==> src/rtl/compteur_rounds_blocks.sv <==
// ASCON round sequencer and data-block counter.
// Runs p^a (ROUNDS_A) or p^b (ROUNDS_B) permutations, publishes the round
// index for the round-constant logic and counts completed data-mode
// permutations modulo MAX_BLOCKS, with optional saturation.
module compteur_rounds_blocks #(
    parameter int ROUNDS_A   = 12,
    parameter int ROUNDS_B   = 6,
    parameter int BLK_W      = 4,
    parameter int MAX_BLOCKS = 16,
    parameter bit SATURATE   = 1'b0
) (
    input  logic             clock_i,
    input  logic             resetb_i,
    input  logic             start_i,
    input  logic             mode_i,
    input  logic             abort_i,
    input  logic             clear_blk_i,
    output logic             busy_o,
    output logic [3:0]       round_o,
    output logic             last_round_o,
    output logic             done_o,
    output logic [BLK_W-1:0] blk_cpt_o,
    output logic             blk_last_o,
    output logic             wrap_o
);

    // Rounds always end at index 11; shorter permutations start later.
    localparam logic [3:0]       LAST_ROUND = 4'd11;
    localparam logic [3:0]       START_A    = 4'(12 - ROUNDS_A);
    localparam logic [3:0]       START_B    = 4'(12 - ROUNDS_B);
    localparam logic [BLK_W-1:0] BLK_MAX    = BLK_W'(MAX_BLOCKS - 1);

    typedef enum logic {
        IDLE = 1'b0,
        RUN  = 1'b1
    } state_t;

    state_t           state_q;
    logic [3:0]       round_q;
    logic             mode_q;
    logic             done_q;
    logic [BLK_W-1:0] blk_cpt_q;
    logic [BLK_W-1:0] blk_cpt_d;
    logic             wrap_q;
    logic             wrap_d;
    logic             complete;
    logic             inc_evt;

    // A permutation completes on the edge leaving round 11, unless aborted.
    assign complete = (state_q == RUN) && (round_q == LAST_ROUND) && !abort_i;
    assign inc_evt  = complete && mode_q;

    // Round FSM: start/abort/completion handling with registered done pulse.
    always_ff @(posedge clock_i or negedge resetb_i) begin
        if (!resetb_i) begin
            state_q <= IDLE;
            round_q <= 4'd0;
            mode_q  <= 1'b0;
            done_q  <= 1'b0;
        end else begin
            done_q <= 1'b0;
            if (abort_i) begin
                state_q <= IDLE;
                round_q <= 4'd0;
            end else begin
                case (state_q)
                    IDLE: begin
                        if (start_i) begin
                            state_q <= RUN;
                            mode_q  <= mode_i;
                            round_q <= mode_i ? START_B : START_A;
                        end
                    end
                    RUN: begin
                        if (complete) begin
                            state_q <= IDLE;
                            round_q <= 4'd0;
                            done_q  <= 1'b1;
                        end else begin
                            round_q <= round_q + 4'd1;
                        end
                    end
                    default: begin
                        state_q <= IDLE;
                        round_q <= 4'd0;
                    end
                endcase
            end
        end
    end

    // Block counter next state: clear beats increment; top value wraps or holds.
    always_comb begin
        blk_cpt_d = blk_cpt_q;
        wrap_d    = 1'b0;
        if (clear_blk_i) begin
            blk_cpt_d = '0;
        end else if (inc_evt) begin
            if (blk_cpt_q < BLK_MAX) begin
                blk_cpt_d = blk_cpt_q + 1'b1;
            end else if (!SATURATE) begin
                blk_cpt_d = '0;
                wrap_d    = 1'b1;
            end
        end
    end

    // Block counter and wrap pulse registers.
    always_ff @(posedge clock_i or negedge resetb_i) begin
        if (!resetb_i) begin
            blk_cpt_q <= '0;
            wrap_q    <= 1'b0;
        end else begin
            blk_cpt_q <= blk_cpt_d;
            wrap_q    <= wrap_d;
        end
    end

    assign busy_o       = (state_q == RUN);
    assign round_o      = round_q;
    assign last_round_o = busy_o && (round_q == LAST_ROUND);
    assign done_o       = done_q;
    assign blk_cpt_o    = blk_cpt_q;
    assign blk_last_o   = (blk_cpt_q == BLK_MAX);
    assign wrap_o       = wrap_q;

endmodule

==> config.mk <==
export PLATFORM = sky130hd
export DESIGN_NAME = compteur_rounds_blocks
export DESIGN_NICKNAME = d
export VERILOG_FILES = /design/src/rtl/compteur_rounds_blocks.sv
export SDC_FILE = /design/constraint.sdc
export NUM_CORES = 1
export LEC_CHECK = 0
export BUFFER_PORTS_ARGS = -buffer_cell sky130_fd_sc_hd__buf_2
export CORE_MARGIN = 3
export CORE_UTILIZATION = 40
export DETAILED_ROUTE_END_ITERATION = 7
export PLACE_DENSITY = 0.67
export SETUP_SLACK_MARGIN = 0.2
export SYNTH_ARGS = -nofsm -noshare
export SYNTH_HDL_FRONTEND = slang
export SYNTH_SLANG_ARGS = --single-unit
==> constraint.sdc <==
create_clock -name clock_i -period 1.8 [get_ports clock_i]
set_clock_uncertainty 0.2 [all_clocks]
set_input_delay 0.27 -clock clock_i [delete_from_list [all_inputs] [get_ports clock_i]]
set_output_delay 0.27 -clock clock_i [all_outputs]
set_load 0.01 [all_outputs]
==> results.txt, run 1 <==
Synthesized area - 639 µm²
Routed wire length - 1600 µm
Largest cells by area after synthesis - dfrtp_1 (47%), ha_1 (3.9%), nand4b_4 (3.7%)
Placement Cell Area - 772 µm²
Final period util - 0.920
Worst-path clk slew - 80 ps
Chip Width - 46.0 µm
Yosys cell types - 32
Hold Path End - blk_cpt_o[3]
Clk Latency, worst-skew pair - 270 ps
Synth area leader - dfrtp_1
Largest net degree at the start of global routing - 13
# rows - 13
First-pass DRT Iterations - 4
CP Capture Type - register
CTS tree - yes
DR vias/cell - 5.44
Hold WC Path Type - input pin to register
Number of I/O port buffers - 18
Fin crit period - 1660 ps
Clock sinks - 12
Final Max Tran Viols - 0
DRC Markers - 0
Worst hold stages - 2
Most common cell after layout, fill and taps aside - buf_2
Root Driver - clkbuf_4
Design Power - 605 µW
FF-to-FF End - blk_cpt_o[0]
Die area - 2110 µm²
Syn Inst Count - 61
Setup_tns - 0 ps
Reg2reg setup slack - 140 ps
Mapped Nets - 69
Worst Path Max Fanout - 3
Setup WS post-layout - 143 ps
Reg2reg path depth - 4
CP arrival - 1660 ps
Worst slack at placement - 178 ps
Seq/Total Area, Yosys - 0.470
Pwr/cell area - 654 nW/µm²
Initial antenna violation count - 0
Clock tree buffer depth - 2
RSZ-0062 raised after global routing - yes
Top-area cell type share of the netlist area - 0.470
Area Growth Syn to Fin - 44.6%
Status - finished clean
Initial Utilization - 0.457
Vias in the first global route - 598
Num CTS Buffers - 3
ANT nets after route - 0
Die span in y - 46.0 µm
# diodes - 0
Critical Path Start Type - register
CP Cell Sequence - ha_2, and3_4, or4_1, a21oi_1
Iter 0 DRT Violations - 5
Syn avg cell area - 10.5 µm²
Final Cell Area - 925 µm²
Leak pwr - 0.474 nW
Largest stage delay on the critical path - 500 ps
Syn. warnings - 0
Setup-failing EPs final - 0
Max Cap Viol - 0
GRT overflow - 0
Kind of critical path - register to register
Max-slew headroom - 0.760
VDD IR max - 0.409 mV
Top-level I/O count - 19
Core area - 1400 µm²
Flops & latches, synth - 12
Avg WL per Cell - 14.7 µm
CP max stage cell - or4_1
Worst-Margin Slew - 359 ps
Tot GR Track Use - 0.175
First-pass GRT wire length - 2620 µm
Most frequent cells in the layout - buf_2 (16), buf_4 (12), dfrtp_1 (10)
R2R Path Start - blk_cpt_o[0]
Maximum clock frequency - 604 MHz
Hold Vio Cnt, Final - 0
Layout net count - 103
Gpl congestion - 0.723
Final Util - 0.661
Layout cells sized above 1 - 0.511
Required time worst endpoint - 1800 ps
DR vias - 593
DPL Wire Length - 1020 µm
H-Tree Depth - 1
Hold path startpoint - clear_blk_i
## power by group
part	internal [mW]	leakage [nW]	switching (mW)	total, mW
sequential	0.282	0.159	0.0123	0.294
combinational	0.0461	0.294	0.0477	0.0938
clock	0.123	0.0210	0.0938	0.217
total	0.451	0.474	0.154	0.605
## registers in the layout, indices dropped and copies added (netlist names)
register / count
mode_q: 1
round_o: 4
blk_cpt_o: 4
wrap_o: 1
done_o: 1
busy_o: 1
## layout make-up
cell class              count  area, µm²
repair buffers             31        203
clock buffers               4       36.3
well taps                  15       18.8
fillers                   116        474
multi-input cells          44        348
flip-flops and latches     12        303
inverters                   3       16.3
## metal layers
layer  GRT usage  routed length [µm]  share of wire
met1       0.212                 770           0.48
met5           0                   0              0
met2       0.299                 731           0.46
met3      0.0356                  76          0.047
met4      0.0682                  22          0.014
## worst max-delay path: cells and delay by family (launching register included)
| family | cells | cell delay (ps) |
|---|---|---|
| flip-flops | 1 | 410 |
| AND/OR/NAND/NOR | 2 | 650 |
| AO/OA/AOI/OAI | 1 | 130 |
| adder cells (fa/ha/maj) | 1 | 200 |
## synthesized netlist by cell type
cell	number
ha_1	2
a41oi_1	1
o31ai_1	1
a31oi_1	1
nand3_1	3
or3b_2	1
or4_1	1
or2_2	1
or2b_2	1
and4b_1	1
dfrtp_1	12
nand4_1	1
mux2_2	2
clkbuf_1	1
o21ai_0	3
a311oi_1	1
nor3b_1	1
clkinv_1	1
inv_1	2
nand2_1	2
nand4b_4	1
and3_1	2
and2_1	1
a22o_1	1
or3_1	1
o32ai_1	1
a21oi_1	4
nor3_1	2
nor2_1	3
nand3b_1	2
buf_6	1
nor2b_1	3
## how the worst max path moves through the flow
stage,startpoint,end,cells after the start
6_report,blk_cpt_o[0],blk_cpt_o[0],4
5_1_grt,round_o[0],last_round_o,4
4_1_cts,round_o[0],last_round_o,4
3_5_place_dp,round_o[1],blk_cpt_o[0],4
3_3_place_gp,round_o[1],blk_cpt_o[0],4
2_1_floorplan,round_o[1],blk_cpt_o[0],4
## what timing repair did
| action | CTS | global route |
|---|---|---|
| setup endpoints to repair | 5 | 6 |
| hold buffers | 1 | 0 |
| resized for setup | 5 | 1 |
| setup buffers | 9 | 1 |
| pin swaps | 3 | 2 |
| hold endpoints to repair | 12 | 0 |
| gates cloned | 0 | 0 |
## cell families (layout without fill, tap and decap cells)
kind of cell	count (synthesis)	count (layout)	share of synthesized area
simple gates	27	27	0.284
compound gates	13	13	0.131
flops	12	12	0.470
buf+inv	5	38	0.0411
fa+ha+maj	2	2	0.0391
mux	2	2	0.0352
## per-stage QoR
stage,instances,hold WS [ps]
floorplan,61,-226
global placement,94,-37.6
detailed placement,94,-36.1
CTS,108,18.7
global route,109,32.4
finish,109,33.6
No activity file was read; power rests on OpenSTA's default activity.
==> run 2, diff against run 1 <==
--- a/config.mk
+++ b/config.mk
@@ -10,6 +10,7 @@
 export CORE_UTILIZATION = 40
 export DETAILED_ROUTE_END_ITERATION = 7
 export PLACE_DENSITY = 0.67
+export RECOVER_POWER = 50
 export SETUP_SLACK_MARGIN = 0.2
 export SYNTH_ARGS = -nofsm -noshare
 export SYNTH_HDL_FRONTEND = slang
==> results.txt, run 2 (synthesis results as in run 1) <==
Largest stage delay on the critical path - 500 ps (about the same)
DRC Markers - 0 (unchanged)
Final Util - 0.656 (-0.00537)
Fin crit period - 1660 ps (-0.0130 ps)
Clock sinks - 12 (unchanged)
Die span in y - 46.0 µm (unchanged)
Initial antenna violation count - 0 (unchanged)
Leak pwr - 0.450 nW (-5.0%)
Delay-heaviest family, CP - simple AND/OR/NAND/NOR gates
Gpl congestion - 0.723 (unchanged)
DR vias/cell - 5.42 (-0.34%)
ANT nets after route - 0 (unchanged)
Required time worst endpoint - 1800 ps (about the same)
Hold path startpoint - clear_blk_i
Setup_tns - 0 ps (unchanged)
Final Cell Area - 917 µm² (-0.81%)
Layout cells sized above 1 - 0.447 (-0.0638)
Worst Path Max Fanout - 3 (unchanged)
Vias in the first global route - 598 (unchanged)
Design Power - 604 µW (about the same)
Num CTS Buffers - 3 (unchanged)
Setup WS post-layout - 143 ps (+0.0130 ps)
Most common cell after layout, fill and taps aside - buf_4
Core area - 1400 µm² (unchanged)
Routed wire length - 1610 µm (+0.31%)
H-Tree Depth - 1 (unchanged)
Maximum clock frequency - 604 MHz (about the same)
# diodes - 0 (unchanged)
R2R Path Start - blk_cpt_o[0]
Reg2reg path depth - 4 (unchanged)
Number of I/O port buffers - 18 (unchanged)
Hold WC Path Type - input pin to register
Top-level I/O count - 19 (unchanged)
Worst-Margin Slew - 671 ps (+312 ps)
Setup-failing EPs final - 0 (unchanged)
Worst-path clk slew - 80 ps (about the same)
Largest net degree at the start of global routing - 13 (unchanged)
Critical path depth - 4 (unchanged)
WP buf/inv - 0 (unchanged)
CP Capture Type - register
Clk Latency, worst-skew pair - 270 ps (about the same)
Placement Cell Area - 772 µm² (unchanged)
# rows - 13 (unchanged)
Hold Vio Cnt, Final - 0 (unchanged)
Kind of critical path - register to register
Avg WL per Cell - 14.7 µm (+0.31%)
CP arrival - 1660 ps (about the same)
RSZ-0062 raised after global routing - yes
Chip Width - 46.0 µm (unchanged)
Clock tree buffer depth - 2 (unchanged)
Most frequent cells in the layout - buf_4 (12), dfrtp_1 (10), buf_2 (10)
Die area - 2110 µm² (unchanged)
Iter 0 DRT Violations - 5 (unchanged)
CP max stage cell - or4_1
VDD IR max - 0.409 mV (about the same)
Final Max Tran Viols - 0 (unchanged)
Reg2reg setup slack - 140 ps (about the same)
Root Driver - clkbuf_4
Final period util - 0.920 (about the same)
Critical Path Start Type - register
First-pass DRT Iterations - 4 (unchanged)
Tot GR Track Use - 0.175 (unchanged)
FF-to-FF End - blk_cpt_o[0]
End of the critical path - blk_cpt_o[0]
DR vias - 591 (-0.34%)
CP startpoint - blk_cpt_o[0]
First-pass GRT wire length - 2620 µm (unchanged)
CTS tree - yes
Area Growth Syn to Fin - 43.4%
Fillers - 121 (+4.3%)
Worst slack at placement - 178 ps (unchanged)
Layout net count - 103 (unchanged)
Max-slew headroom - 0.553 (-0.207)
DPL Wire Length - 1020 µm (unchanged)
Max Cap Viol - 0 (unchanged)
GRT overflow - 0 (unchanged)
CP Cell Sequence - ha_2, and3_4, or4_1, a21oi_1
Pwr/cell area - 659 nW/µm² (+0.73%)
Status - finished clean
Initial Utilization - 0.457 (unchanged)
==> run 2: changes by cell type in the layout (fill, tap and decap cells not counted) <==
cell / change
buf_2: -6
clkbuf_1: +6
==> run 2: worst min path at each step <==
stage                         endpoint  cells after the start  slack, ps
after floorplan           blk_cpt_o[0]                      0       -230
after global placement      round_o[3]                      1        -40
after detailed placement    round_o[3]                      1        -40
after CTS                 blk_cpt_o[0]                      2         20
after global routing      blk_cpt_o[3]                      2         30
final                     blk_cpt_o[3]                      2         30
==> run 2: cell type report <==
type                       instances  area (µm²)  share of cell area
clock buffer                       4        36.3              0.0396
tap                               15        18.8              0.0205
inverter                           3        16.3              0.0177
multi-input combinational         44         348               0.379
sequential                        12         303               0.330
timing repair buffer              31         195               0.213
==> run 2: stage by stage <==
step | hold slack [ps] | std cells
2_1_floorplan | -226 | 61
4_1_cts | 18.7 | 108
5_1_grt | 32.4 | 109
3_5_place_dp | -36.1 | 94
6_report | 33.4 | 109
3_3_place_gp | -37.6 | 94
==> run 2: power by group <==
| group | switching, mW | total, mW | internal, mW | leakage [nW] |
|---|---|---|---|---|
| Sequential | 0.0124 | 0.294 | 0.282 | 0.159 |
| Combinational | 0.0478 | 0.0931 | 0.0454 | 0.271 |
| Clock | 0.0938 | 0.217 | 0.123 | 0.0210 |
==> run 2: routing by layer <==
layer	up-vias	GRT usage	part of all wire
met3	4	0.0356	0.048
met5	-	0	0
met1	279	0.212	0.48
met2	14	0.299	0.46
met4	0	0.0682	0.014
li1	294	-	-
==> run 2: what timing repair did <==
action                                  in CTS  in global routing
pin swaps                                    3                  2
resized for setup                            5                  1
setup buffers                                9                  1
endpoints found under the hold margin       12                  0
endpoints found under the setup margin       5                  6
hold buffers                                 1                  0
==> run 3, diff against run 2 <==
--- a/config.mk
+++ b/config.mk
@@ -6,9 +6,9 @@
 export NUM_CORES = 1
 export LEC_CHECK = 0
 export BUFFER_PORTS_ARGS = -buffer_cell sky130_fd_sc_hd__buf_2
-export CORE_MARGIN = 3
 export CORE_UTILIZATION = 40
 export DETAILED_ROUTE_END_ITERATION = 7
+export MAX_ROUTING_LAYER = met4
 export PLACE_DENSITY = 0.67
 export RECOVER_POWER = 50
 export SETUP_SLACK_MARGIN = 0.2
==> results.txt, run 3 (synthesis results as in run 1) <==
Num CTS Buffers - 3 (unchanged)
H-Tree Depth - 1 (unchanged)
Required time worst endpoint - 1330 ps (-470 ps)
Kind of critical path - register to output pin
Tot GR Track Use - 0.208 (+0.0332)
Clock tree buffer depth - 2 (unchanged)
CP arrival - 1170 ps (-490 ps)
Reg2reg setup slack - 180 ps (+40 ps)
Most common cell after layout, fill and taps aside - buf_4
Max-slew headroom - 0.570 (+0.0169)
Core area - 1510 µm² (+7.7%)
Maximum clock frequency - 610 MHz (+1.0%)
RSZ-0062 raised after global routing - yes
Area Growth Syn to Fin - 45.6%
First-pass GRT wire length - 2620 µm (unchanged)
Leak pwr - 0.458 nW (+1.7%)
Most frequent cells in the layout - buf_4 (13), dfrtp_1 (10), buf_2 (10)
Sw frac - 0.245 (-0.00958)
Number of I/O port buffers - 18 (unchanged)
Delay-heaviest family, CP - flip-flops
Die span in y - 42.0 µm (-8.7%)
P_sw - 146 µW (-5.5%)
Largest stage delay on the critical path - 420 ps (-80 ps)
Met3 WL - 81 µm (+5.2%)
# rows - 14 (+1)
Gpl congestion - 0.718 (-0.68%)
Chip Width - 42.0 µm (-8.7%)
Register share of total power - 0.495 (+0.008)
Fillers - 135 (+12%)
Initial Utilization - 0.424 (-0.0326)
Worst hold stages - 2 (unchanged)
Worst-Margin Slew - 645 ps (-25.3 ps)
Hold Vio Cnt, Final - 0 (unchanged)
Largest net degree at the start of global routing - 13 (unchanged)
Max Cap Viol - 0 (unchanged)
Comb power frac - 0.149 (-0.005)
End of the critical path - last_round_o
ANT nets after route - 0 (unchanged)
Status - finished clean
Hold WS - 30.5 ps (-2.95 ps)
Setup_tns - 0 ps (unchanged)
Vias in the first global route - 601 (+0.50%)
CTS tree - yes
Fin crit period - 1640 ps (-17.0 ps)
Critical path depth - 4 (unchanged)
Area of the multi-input gates - 345 µm² (-0.72%)
First-pass DRT Iterations - 4 (unchanged)
DRC Markers - 0 (unchanged)
VDD IR max - 0.551 mV (+35%)
Die area - 1760 µm² (-17%)
Design Power - 594 µW (-1.8%)
WP buf/inv - 2 (+2)
Avg WL per Cell - 13.7 µm (-7.0%)
FF-to-FF End - blk_cpt_o[3]
CP Cell Sequence - ha_4, nand4b_4, clkinv_4, buf_6
Layout cells sized above 1 - 0.458 (+0.0115)
Final period util - 0.911 (-0.00946)
Clk Latency, worst-skew pair - 270 ps (about the same)
DR vias - 618 (+4.6%)
M1 wire length - 696 µm (-9.8%)
Clock share of power - 0.355 (-0.004)
DR vias/cell - 5.52 (+1.8%)
Top-level I/O count - 19 (unchanged)
Hold WC Path Type - input pin to register
Reg2reg path depth - 6 (+2)
Clock sinks - 12 (unchanged)
Pwr/cell area - 638 nW/µm² (-3.2%)
CP startpoint - round_o[1]
CP max stage cell - dfrtp_2
Worst-path clk slew - 70 ps (about the same)
Routed wire length - 1530 µm (-4.5%)
# diodes - 0 (unchanged)
Top sig layer - met4
Met2 Routed Length - 745 µm (+1.6%)
Critical Path Start Type - register
Iter 0 DRT Violations - 5 (unchanged)
Final Max Tran Viols - 0 (unchanged)
Internal - 448 µW (-0.52%)
Initial antenna violation count - 0 (unchanged)
R2R Path Start - round_o[1]
CP Capture Type - output pin
GRT overflow - 0 (unchanged)
Worst Path Max Fanout - 3 (unchanged)
Setup-failing EPs final - 0 (unchanged)
Storage cell area - 303 µm² (unchanged)
Root Driver - clkbuf_4
DPL Wire Length - 955 µm (-6.0%)
Layout net count - 105 (+1.9%)
==> run 3: metrics by stage <==
| stage | instance area [µm²] | utilization | instances | setup WS (ps) |
|---|---|---|---|---|
| after floorplan | 663 | - | 61 | 188 |
| after global routing | 931 | 0.618 | 112 | 99.0 |
| final | 931 | 0.618 | 112 | 160 |
| after global placement | 773 | 0.513 | 95 | 193 |
| after CTS | 927 | 0.615 | 111 | 153 |
| after detailed placement | 773 | 0.513 | 95 | 161 |
==> run 3: worst min-delay path by stage <==
stage / start / endpoint / slack [ps]
floorplan: resetb_i / blk_cpt_o[0] / -230
global placement: resetb_i / round_o[3] / -40
detailed placement: resetb_i / round_o[3] / -40
CTS: clear_blk_i / blk_cpt_o[0] / 20
global route: clear_blk_i / blk_cpt_o[0] / 10
finish: clear_blk_i / blk_cpt_o[0] / 30
==> run 3: worst register-to-register path: stages (launching register included) <==
cell and delay [ps]:
dfrtp_2 420, ha_4 180, nand4b_4 120, clkinv_4 70
buf_4 150, and3_1 160, a311oi_1 240
==> run 3: layout make-up <==
| class | count | area share |
|---|---|---|
| inverter | 3 | 0.0175 |
| clock buffer | 4 | 0.0390 |
| timing repair buffer | 33 | 0.226 |
| tap | 16 | 0.0215 |
| multi-input combinational | 44 | 0.371 |
| sequential | 12 | 0.325 |
==> run 3: power groups by stage <==
| stage | combinational, mW | sequential [mW] | clock, mW |
|---|---|---|---|
| 6_report | 0.0887 | 0.294 | 0.211 |
| 3_3_place_gp | 0.0776 | 0.300 | 0 |
| 5_1_grt | 0.100 | 0.297 | 0.238 |
| 2_1_floorplan | 0.0457 | 0.302 | 0 |
| 3_5_place_dp | 0.0782 | 0.301 | 0 |
| 4_1_cts | 0.0881 | 0.294 | 0.219 |
==> run 3: timing repair <==
action	CTS	global route
hold buffers	1	0
pin swaps	3	1
hold endpoints to repair	12	0
resized for setup	5	2
setup endpoints to repair	4	6
buffers inserted	11	1
==> run 3: layer usage <==
layer  up-vias  global-route usage
li1        302                   -
met1       292               0.260
met5         -                   -
met3         3              0.0776
met2        21               0.319
met4         0              0.0581
